<file path="src/rtl/seq_div_8bit_if.sv">
// ----------------------------------------------------------------------------
// seq_div_8bit_if
//   Handshake and operand bundle between a controller and the iterative
//   divider seq_div_8bit.
//   Signals:
//     Start   controller -> divider  request (looked at only while idle)
//     A, B    controller -> divider  dividend / divisor
//     Busy    divider -> controller  division in progress
//     Done    divider -> controller  one-cycle result-valid pulse
//     Q, R    divider -> controller  quotient / remainder
//     DivZero divider -> controller  last accepted divisor was zero
//   Modports: master (controller side), slave (divider side).
// ----------------------------------------------------------------------------
interface seq_div_8bit_if #(
  parameter int WIDTH = 8
);
  logic             Start;
  logic [WIDTH-1:0] A;
  logic [WIDTH-1:0] B;
  logic             Busy;
  logic             Done;
  logic [WIDTH-1:0] Q;
  logic [WIDTH-1:0] R;
  logic             DivZero;

  modport master (
    output Start, A, B,
    input  Busy, Done, Q, R, DivZero
  );

  modport slave (
    input  Start, A, B,
    output Busy, Done, Q, R, DivZero
  );
endinterface

</file>
<file path="src/rtl/seq_div_8bit.sv">
// ----------------------------------------------------------------------------
// seq_div_8bit
//   Iterative unsigned restoring divider. One quotient bit per clock; a
//   request is taken only while idle and the result is held until the next
//   result (or reset) overwrites it.
//   Ports:
//     Clk    rising-edge clock
//     Rst_n  asynchronous active-low reset; discards any partial result
//     bus    seq_div_8bit_if.slave: Start/A/B in, Busy/Done/Q/R/DivZero out
//   A zero divisor never enters RUN: the result (Q all ones, R = A,
//   DivZero = 1) is registered on the sampling edge itself.
// ----------------------------------------------------------------------------
module seq_div_8bit #(
  parameter int WIDTH = 8
) (
  input  logic          Clk,
  input  logic          Rst_n,
  seq_div_8bit_if.slave bus
);

  localparam int CNT_W = (WIDTH > 1) ? $clog2(WIDTH) : 1;
  localparam logic [CNT_W-1:0] CNT_LAST = CNT_W'(WIDTH - 1);

  typedef enum logic [0:0] {
    S_IDLE = 1'b0,
    S_RUN  = 1'b1
  } state_t;

  state_t           state_r;
  state_t           state_next_s;
  logic [CNT_W-1:0] cnt_r;
  logic [WIDTH-1:0] d_r;        // dividend bits shifting out, quotient bits shifting in
  logic [WIDTH-1:0] p_r;        // partial remainder
  logic [WIDTH-1:0] b_r;        // latched divisor
  logic [WIDTH-1:0] q_r;
  logic [WIDTH-1:0] r_r;
  logic             busy_r;
  logic             done_r;
  logic             div_zero_r;

  logic             accept_s;   // Start taken with a non-zero divisor
  logic             zero_s;     // Start taken with a zero divisor
  logic             step_s;     // one restoring iteration this edge
  logic             finish_s;   // last iteration this edge

  logic [WIDTH-1:0] p_shift_s;
  logic [WIDTH:0]   diff_s;
  logic             qbit_s;
  logic [WIDTH-1:0] p_next_s;
  logic [WIDTH-1:0] d_next_s;

  // Trial subtraction one bit wider than the operands; the MSB is the borrow.
  function automatic logic [WIDTH:0] trial_sub(input logic [WIDTH-1:0] p,
                                               input logic [WIDTH-1:0] b);
    return {1'b0, p} - {1'b0, b};
  endfunction

  // FSM state register.
  always_ff @(posedge Clk or negedge Rst_n) begin
    if (!Rst_n) begin
      state_r <= S_IDLE;
    end else begin
      state_r <= state_next_s;
    end
  end

  // FSM next-state logic.
  always_comb begin
    state_next_s = state_r;
    case (state_r)
      S_IDLE: begin
        if (bus.Start && (bus.B != '0)) begin
          state_next_s = S_RUN;
        end else begin
          state_next_s = S_IDLE;
        end
      end
      S_RUN: begin
        if (cnt_r == CNT_LAST) begin
          state_next_s = S_IDLE;
        end else begin
          state_next_s = S_RUN;
        end
      end
      default: state_next_s = S_IDLE;
    endcase
  end

  // FSM control strobes for the datapath.
  always_comb begin
    accept_s = 1'b0;
    zero_s   = 1'b0;
    step_s   = 1'b0;
    finish_s = 1'b0;
    case (state_r)
      S_IDLE: begin
        if (bus.Start) begin
          accept_s = (bus.B != '0);
          zero_s   = (bus.B == '0);
        end else begin
          accept_s = 1'b0;
          zero_s   = 1'b0;
        end
      end
      S_RUN: begin
        step_s   = 1'b1;
        finish_s = (cnt_r == CNT_LAST);
      end
      default: begin
        step_s   = 1'b0;
        finish_s = 1'b0;
      end
    endcase
  end

  // One restoring step: shift, trial-subtract, keep the difference on no borrow.
  // After k steps p_r < 2**k, so the bit shifted out of p_r is always zero.
  always_comb begin
    p_shift_s = {p_r[WIDTH-2:0], d_r[WIDTH-1]};
    diff_s    = trial_sub(p_shift_s, b_r);
    qbit_s    = ~diff_s[WIDTH];
    if (qbit_s) begin
      p_next_s = diff_s[WIDTH-1:0];
    end else begin
      p_next_s = p_shift_s;
    end
    d_next_s = {d_r[WIDTH-2:0], qbit_s};
  end

  // Datapath and registered outputs.
  always_ff @(posedge Clk or negedge Rst_n) begin
    if (!Rst_n) begin
      cnt_r      <= '0;
      d_r        <= '0;
      p_r        <= '0;
      b_r        <= '0;
      q_r        <= '0;
      r_r        <= '0;
      busy_r     <= 1'b0;
      done_r     <= 1'b0;
      div_zero_r <= 1'b0;
    end else begin
      busy_r <= (state_next_s == S_RUN);
      done_r <= finish_s | zero_s;
      if (accept_s) begin
        d_r        <= bus.A;
        b_r        <= bus.B;
        p_r        <= '0;
        cnt_r      <= '0;
        div_zero_r <= 1'b0;
      end else if (zero_s) begin
        q_r        <= {WIDTH{1'b1}};
        r_r        <= bus.A;
        div_zero_r <= 1'b1;
      end else if (step_s) begin
        d_r   <= d_next_s;
        p_r   <= p_next_s;
        cnt_r <= cnt_r + CNT_W'(1);
        if (finish_s) begin
          q_r <= d_next_s;
          r_r <= p_next_s;
        end
      end
    end
  end

  assign bus.Busy    = busy_r;
  assign bus.Done    = done_r;
  assign bus.Q       = q_r;
  assign bus.R       = r_r;
  assign bus.DivZero = div_zero_r;

endmodule

</file>
<file path="src/flat_wrapper.sv">
// flat-port wrapper written by rule: the top's interface ports become plain ports
module seq_div_8bit_flat 
#(
  parameter int WIDTH = 8
)
  (Clk, Rst_n, bus_Start, bus_A, bus_B, bus_Busy, bus_Done, bus_Q, bus_R, bus_DivZero);
  seq_div_8bit_if #(.WIDTH(WIDTH)) bus_i ();
  input  logic Clk;
  input  logic Rst_n;
  input wire logic [$bits(bus_i.Start)-1:0] bus_Start;
  input wire logic [$bits(bus_i.A)-1:0] bus_A;
  input wire logic [$bits(bus_i.B)-1:0] bus_B;
  output wire logic [$bits(bus_i.Busy)-1:0] bus_Busy;
  output wire logic [$bits(bus_i.Done)-1:0] bus_Done;
  output wire logic [$bits(bus_i.Q)-1:0] bus_Q;
  output wire logic [$bits(bus_i.R)-1:0] bus_R;
  output wire logic [$bits(bus_i.DivZero)-1:0] bus_DivZero;
  assign bus_i.Start = bus_Start;
  assign bus_i.A = bus_A;
  assign bus_i.B = bus_B;
  assign bus_Busy = bus_i.Busy;
  assign bus_Done = bus_i.Done;
  assign bus_Q = bus_i.Q;
  assign bus_R = bus_i.R;
  assign bus_DivZero = bus_i.DivZero;
  seq_div_8bit #(.WIDTH(WIDTH)) u_core (.Clk(Clk), .Rst_n(Rst_n), .bus(bus_i));
endmodule
</file>
<file path="config.mk">
export PLATFORM = sky130hd
export DESIGN_NAME = seq_div_8bit_flat
export DESIGN_NICKNAME = d
export VERILOG_FILES = /design/src/rtl/seq_div_8bit_if.sv /design/src/rtl/seq_div_8bit.sv /design/src/flat_wrapper.sv
export SDC_FILE = /design/constraint.sdc
export NUM_CORES = 1
export LEC_CHECK = 0
export CORE_MARGIN = 8
export CORE_UTILIZATION = 53
export CTS_BUF_LIST = sky130_fd_sc_hd__clkbuf_16
export DETAILED_ROUTE_END_ITERATION = 7
export GPL_TIMING_DRIVEN = 0
export PLACE_DENSITY = 0.79
export SYNTH_ARGS = -nofsm -noshare
export SYNTH_HDL_FRONTEND = slang
export SYNTH_SLANG_ARGS = --single-unit
</file>
<file path="constraint.sdc">
create_clock -name Clk -period 3 [get_ports Clk]
set_input_delay 0.6 -clock Clk [delete_from_list [all_inputs] [get_ports Clk]]
set_output_delay 0.6 -clock Clk [all_outputs]
set_load 0.01 [all_outputs]
</file>
Word level (Yosys, flattened, before mapping). Index checks and enable logic that the tools add are counted.

Register bits after elaboration: 45. Word-level logic and storage cells: 53. Output and inout port bits: 19. Bits of input ports: 19.

Reduce and logical (&&, ||, !) cells: 9. Equal/unequal tests: 2. Multiplexer cells: 27. $add $sub $neg: 2. Bitwise logic cells: 4.

Operator list (count): two-way mux 8 bit (10); two-way mux 7 bit (3); two-way mux 1 bit (10); two-way mux 3 bit (3); subtractor 8 x 8 -> 9 bit (1); logical NOT 8 bit (1); nonzero test 2 bit (4); nonzero test 8 bit (1); adder 3 x 1 -> 3 bit (second input constant) (1); == test 3 bit (second input constant) (1); NOT 1 bit (3); AND reduction 3 bit (1); inequality test 2 x 1 -> 1 bit (second input constant) (1); case mux 1 bit (2 select lines) (1); AND reduction 2 bit (1); logical AND 1 bit (1); OR 1 bit (1).

Logic depth before layout (Yosys ltp).
Depth in word-level cells: 5. Mapped depth: 9. Gate-level depth less buffers: 9.

Worst setup path after synthesis. Ideal clock, no wire load.

Path kind: reg2reg. Start: register u_core.d_r[7]. End: register u_core.p_r[0]. Setup time: 0.080 ns. Required time: 2.920 ns. Arrival time: 2.154 ns. Path slack: 0.766 ns. Stages on the path, launching flop included: 10. Clock period less this slack: 2.234 ns. Buffers on the path: 0. Cell sequence: dfrtp_1 > inv_1 > ha_1 > inv_1 > fa_1 > a211oi_2 > nor2_2 > a41oi_4 > mux2_2 > mux2i_1.

Word-level cells in the longest chain between the ends: 5.

Ends and longest elaborated chain: start, declared (RTL line seq_div_8bit.sv:32) `logic [WIDTH-1:0] d_r;`; start signal, assigned (RTL line seq_div_8bit.sv:146) `d_r <= bus.A;`; start signal, assigned (RTL line seq_div_8bit.sv:156) `d_r <= d_next_s;`; subtractor 8 x 8 -> 9 bit (RTL line seq_div_8bit.sv:55) `return {1'b0, p} - {1'b0, b};`; two-way mux 8 bit * (RTL line seq_div_8bit.sv:122) `if (qbit_s) begin`; two-way mux 7 bit * (RTL line seq_div_8bit.sv:155) `end else if (step_s) begin`; two-way mux 7 bit * (RTL line seq_div_8bit.sv:151) `end else if (zero_s) begin`; two-way mux 7 bit * (RTL line seq_div_8bit.sv:145) `if (accept_s) begin`; end signal, assigned (RTL line seq_div_8bit.sv:157) `p_r <= p_next_s;`; end, declared (RTL line seq_div_8bit.sv:33) `logic [WIDTH-1:0] p_r;`.

Mark *: on every way between the ends. The rest lies on a longest branch, timed or not. The select of a mux whose other input is x is not followed. A chain may end at the register's enable or synchronous reset.

Final worst setup path.
Start: register u_core.d_r[7]. End: register u_core.r_r[0] (netlist: u_core.bus.R[0]).

Word-level cells in the longest chain between the ends: 5.

Ends and longest elaborated chain: subtractor 8 x 8 -> 9 bit (RTL line seq_div_8bit.sv:55); two-way mux 8 bit * (RTL line seq_div_8bit.sv:122); two-way mux 8 bit * (RTL line seq_div_8bit.sv:159) `if (finish_s) begin`; two-way mux 8 bit * (RTL line seq_div_8bit.sv:155); two-way mux 8 bit * (RTL line seq_div_8bit.sv:151); end signal, assigned (RTL line seq_div_8bit.sv:153) `r_r <= bus.A;`; end signal, assigned (RTL line seq_div_8bit.sv:161) `r_r <= p_next_s;`; end, declared (RTL line seq_div_8bit.sv:36) `logic [WIDTH-1:0] r_r;`.

Marked as above.

==> run_results.csv <==
group,metric,value,unit
sta,fmax,391.0,MHz
global_route,grt_pass1_wl,9.377,mm
routing,drcViolationCount,0,
sta,finalMaxSlewViolations,0,
yosys,synth_ff_type,"dfrtp_1",
final_layout,drive_gt1_frac,0.09184,
place,port_buffers,37,
global_route,met3_usage,0.04590,
critical_path,crit_path_max_incr_delay,450,ps
clocking,tritoncts,"built",
sta,period_needed,2557,ps
sta,post-route-period-util,0.8525,
place,place.detailed.hpwl,4.305,mm
critical_path,end_kind,"flip-flop",
worst_hold_path,hp-class,"primary input to asynchronous set/reset pin",
routing,firstDrtPassIters,4,
routing,vias_per_cell,5.783,
clocking,cts.htree.levels,2,
clocking,cts_setup_buffers,0,
clocking,numCtsBuffers,5,
routing,final_antenna_net_count,0,
sta,setup_viol,0,
clocking,postCtsHoldBufs,0,
yosys,yosys.cell_types.count,44,
final_layout,regArea,1126,sq um
critical_path,slowest_stage,"fa_1",
clocking,cts_resized,0,
routing,vias,2001,
final_layout,areaGrowthSynthToFinish,24.95,%
global_route,grt_util_met1,0.2045,
yosys,synth_area,2407,sq um
yosys,synth-seq-area-share,0.4678,
floorplan,start_util,0.5529,
routing,wire_per_inst,16.52,microns
floorplan,die_y,83.40,microns
final_layout,final_cell_mix,"45 x dfrtp_1, 36 x clkdlybuf4s50_1, 33 x nand2_1, 19 x nor2_1, 18 x o21ai_0",
floorplan,num_io_pins,38,
clocking,clk_pin_slew,70,ps
sta,setup_tns,0,ps
global_route,met2_usage,0.2610,
outcome,outcome,"complete, no violations",
sta,slew_headroom,0.5987,
sta,tightest_slew,601.9,ps
critical_path,cp_data_arrival_time,2770,ps
final_layout,diodes,0,
routing,drt-initial-drc-count,129,
power,leakage,0.001398,uW
critical_path,r2r_end,"u_core.bus.R[0]$_DFFE_PN0P_",
yosys,syn-instance-count,248,
critical_path,setup.worst_path.class,"flip-flop to flip-flop",
floorplan,std_cell_rows,24,
global_route,antenna_found_initial,0,
yosys,ys.warnings.count,0,
critical_path,path_cells,"inv_1 > ha_1 > inv_1 > fa_1 > a211oi_2 > nor2_2 > a41oi_4 > mux2_2 > o21ai_1",
floorplan,dieArea,6955,sq um
run,drv_cap,0,
critical_path,cp_max_fo,9,
critical_path,ff2ff_setup_slack,440,ps
clocking,clock_path_buffers,2,
critical_path,timing.rr.start,"u_core.d_r[7]$_DFFE_PN0P_",
place,routabilityCongestion,0.8426,
floorplan,core,4354,sq um
clocking,insertion_delay,290,ps
sta,final_hold_viol_count,0,
routing,wl,5.717,mm
global_route,gr-usage-all-layers,0.1625,
global_route,busiest_layer,"met2",
sta,grt_setup_unrepaired,"no",
final_layout,layout_commonest_cell,"dfrtp_1",
power,power,3806,uW
power,seq_power_share,0.289,
yosys,synthesis.nets,279,
yosys,synth_edf_count,0,
final_layout,fill_cells,352,
power,clkPwrFrac,0.147,
clocking,cts_sinks,45,
critical_path,worstSetupStartpointType,"flip-flop",
sta,fin_skew,3.757,ps
floorplan,die_x,83.40,microns
power,powerDensity,1265,nW/um^2
yosys,ys_ff_latch,45,
critical_path,crit_top_cell,"inv_1",
power,switchingPower,1611,uW
power,p_comb_frac,0.564,
power,p_int,2195,uW
clocking,clockRootBuffer,"clkbuf_16",
final_layout,nets,324,
global_route,grt_max_degree,27,
final_layout,multi_input_comb_area,1185,sq um
power,peakVddDrop,0.7084,mV
critical_path,reg2reg_depth,9,
critical_path,required,3210,ps
global_route,overflow,0,
global_route,grt_pass1_vias,1958,
yosys,syn-mean-instance-area,9.707,sq um
yosys,async_reset_ff_frac,1.000,
power,p_sw_frac,0.4233,
## registers in the layout, summed over array words and instances (netlist names)
register            cells
u_core.bus.DivZero      1
u_core.cnt_r            3
u_core.bus.R            8
u_core.d_r              8
u_core.bus.Done         1
u_core.b_r              8
u_core.p_r              7
u_core.bus.Q            8
u_core.state_r          1
## critical path, delay by kind of cell (launching register included)
family / cells / cell delay, ps
flops: 1 / 410
compound gates: 3 / 810
fa+ha+maj: 2 / 600
mux: 1 / 400
simple gates: 1 / 110
buf+inv: 2 / 150
## cells in the mapped netlist, drive strengths merged, types with 3 or more instances
| master | n | area share |
|---|---|---|
| mux2i | 17 | 0.071 |
| nand3 | 6 | 0.012 |
| buf | 7 | 0.017 |
| o211ai | 4 | 0.017 |
| dfrtp | 45 | 0.47 |
| o21ai | 27 | 0.058 |
| and3 | 9 | 0.023 |
| nand2 | 34 | 0.054 |
| clkbuf | 5 | 0.0078 |
| nor3 | 7 | 0.015 |
| inv | 10 | 0.016 |
| a21o | 3 | 0.0094 |
| ha | 11 | 0.057 |
| a21oi | 15 | 0.031 |
| nor2 | 20 | 0.032 |
## stage by stage
stage	setup WS (ps)	area [sq um]	hold WS, ps	utilization	instances
6_report	442.6	3008	277.6	0.6908	346
5_1_grt	302.9	3008	305.2	0.6908	346
4_1_cts	437.8	3008	284.4	0.6908	346
3_5_place_dp	308.3	2858	476.7	0.6563	338
3_3_place_gp	89.17	2843	458.9	0.6529	337
2_1_floorplan	766.3	2407	304.4	-	248
## power groups by stage
stage               Sequential (uW)  Combinational [uW]  Clock [uW]
global placement               1100                2060           0
global route                   1130                2360         597
CTS                            1100                2160         571
finish                         1100                2150         560
floorplan                      1120                1450           0
detailed placement             1110                2130           0
## cell families (layout without fill, tap and decap cells)
family                     after synthesis  in the layout  synth area share
muxes                                   19             19           0.08004
xor gates and xnor gates                 2              2          0.007278
adders and majority gates               12             12           0.06549
AOI/OAI and AO/OA                       60             60            0.1632
and+or+nand+nor                         88             88            0.1762
DFF                                     45             45            0.4678
buffers and inverters                   22             68           0.04002
## worst max path at each step
| stage | startpoint | end | slack [ps] | cells after the start |
|---|---|---|---|---|
| 6_report | u_core.d_r[7]$_DFFE_PN0P_ | u_core.bus.R[0]$_DFFE_PN0P_ | 440 | 9 |
| 5_1_grt | u_core.d_r[7]$_DFFE_PN0P_ | u_core.bus.R[0]$_DFFE_PN0P_ | 300 | 9 |
| 4_1_cts | u_core.d_r[7]$_DFFE_PN0P_ | u_core.bus.R[0]$_DFFE_PN0P_ | 440 | 9 |
| 3_5_place_dp | bus_B[3] | u_core.bus.R[5]$_DFFE_PN0P_ | 310 | 6 |
| 3_3_place_gp | Rst_n | u_core.bus.Q[5]$_DFFE_PN0P_ | 90 | 1 |
| 2_1_floorplan | u_core.d_r[7]$_DFFE_PN0P_ | u_core.p_r[0]$_DFFE_PN0P_ | 770 | 9 |
## layer usage
metal / wire (microns) / share of wire / vias to the layer above
met2: 2720 / 0.48 / 64
met5: 0 / 0 / -
li1: - / - / 972
met4: 65 / 0.011 / 0
met3: 354 / 0.062 / 7
met1: 2577 / 0.45 / 958
## area by class of cell
| class | instances | area share |
|---|---|---|
| clock inverter | 3 | 0.008319 |
| tap | 52 | 0.02163 |
| inverter | 10 | 0.01248 |
| clock buffer | 5 | 0.04160 |
| sequential | 45 | 0.3744 |
| buffer | 12 | 0.01955 |
| timing repair buffer | 38 | 0.1281 |
| multi-input combinational | 181 | 0.3939 |
(Power assumes the default switching activity.)
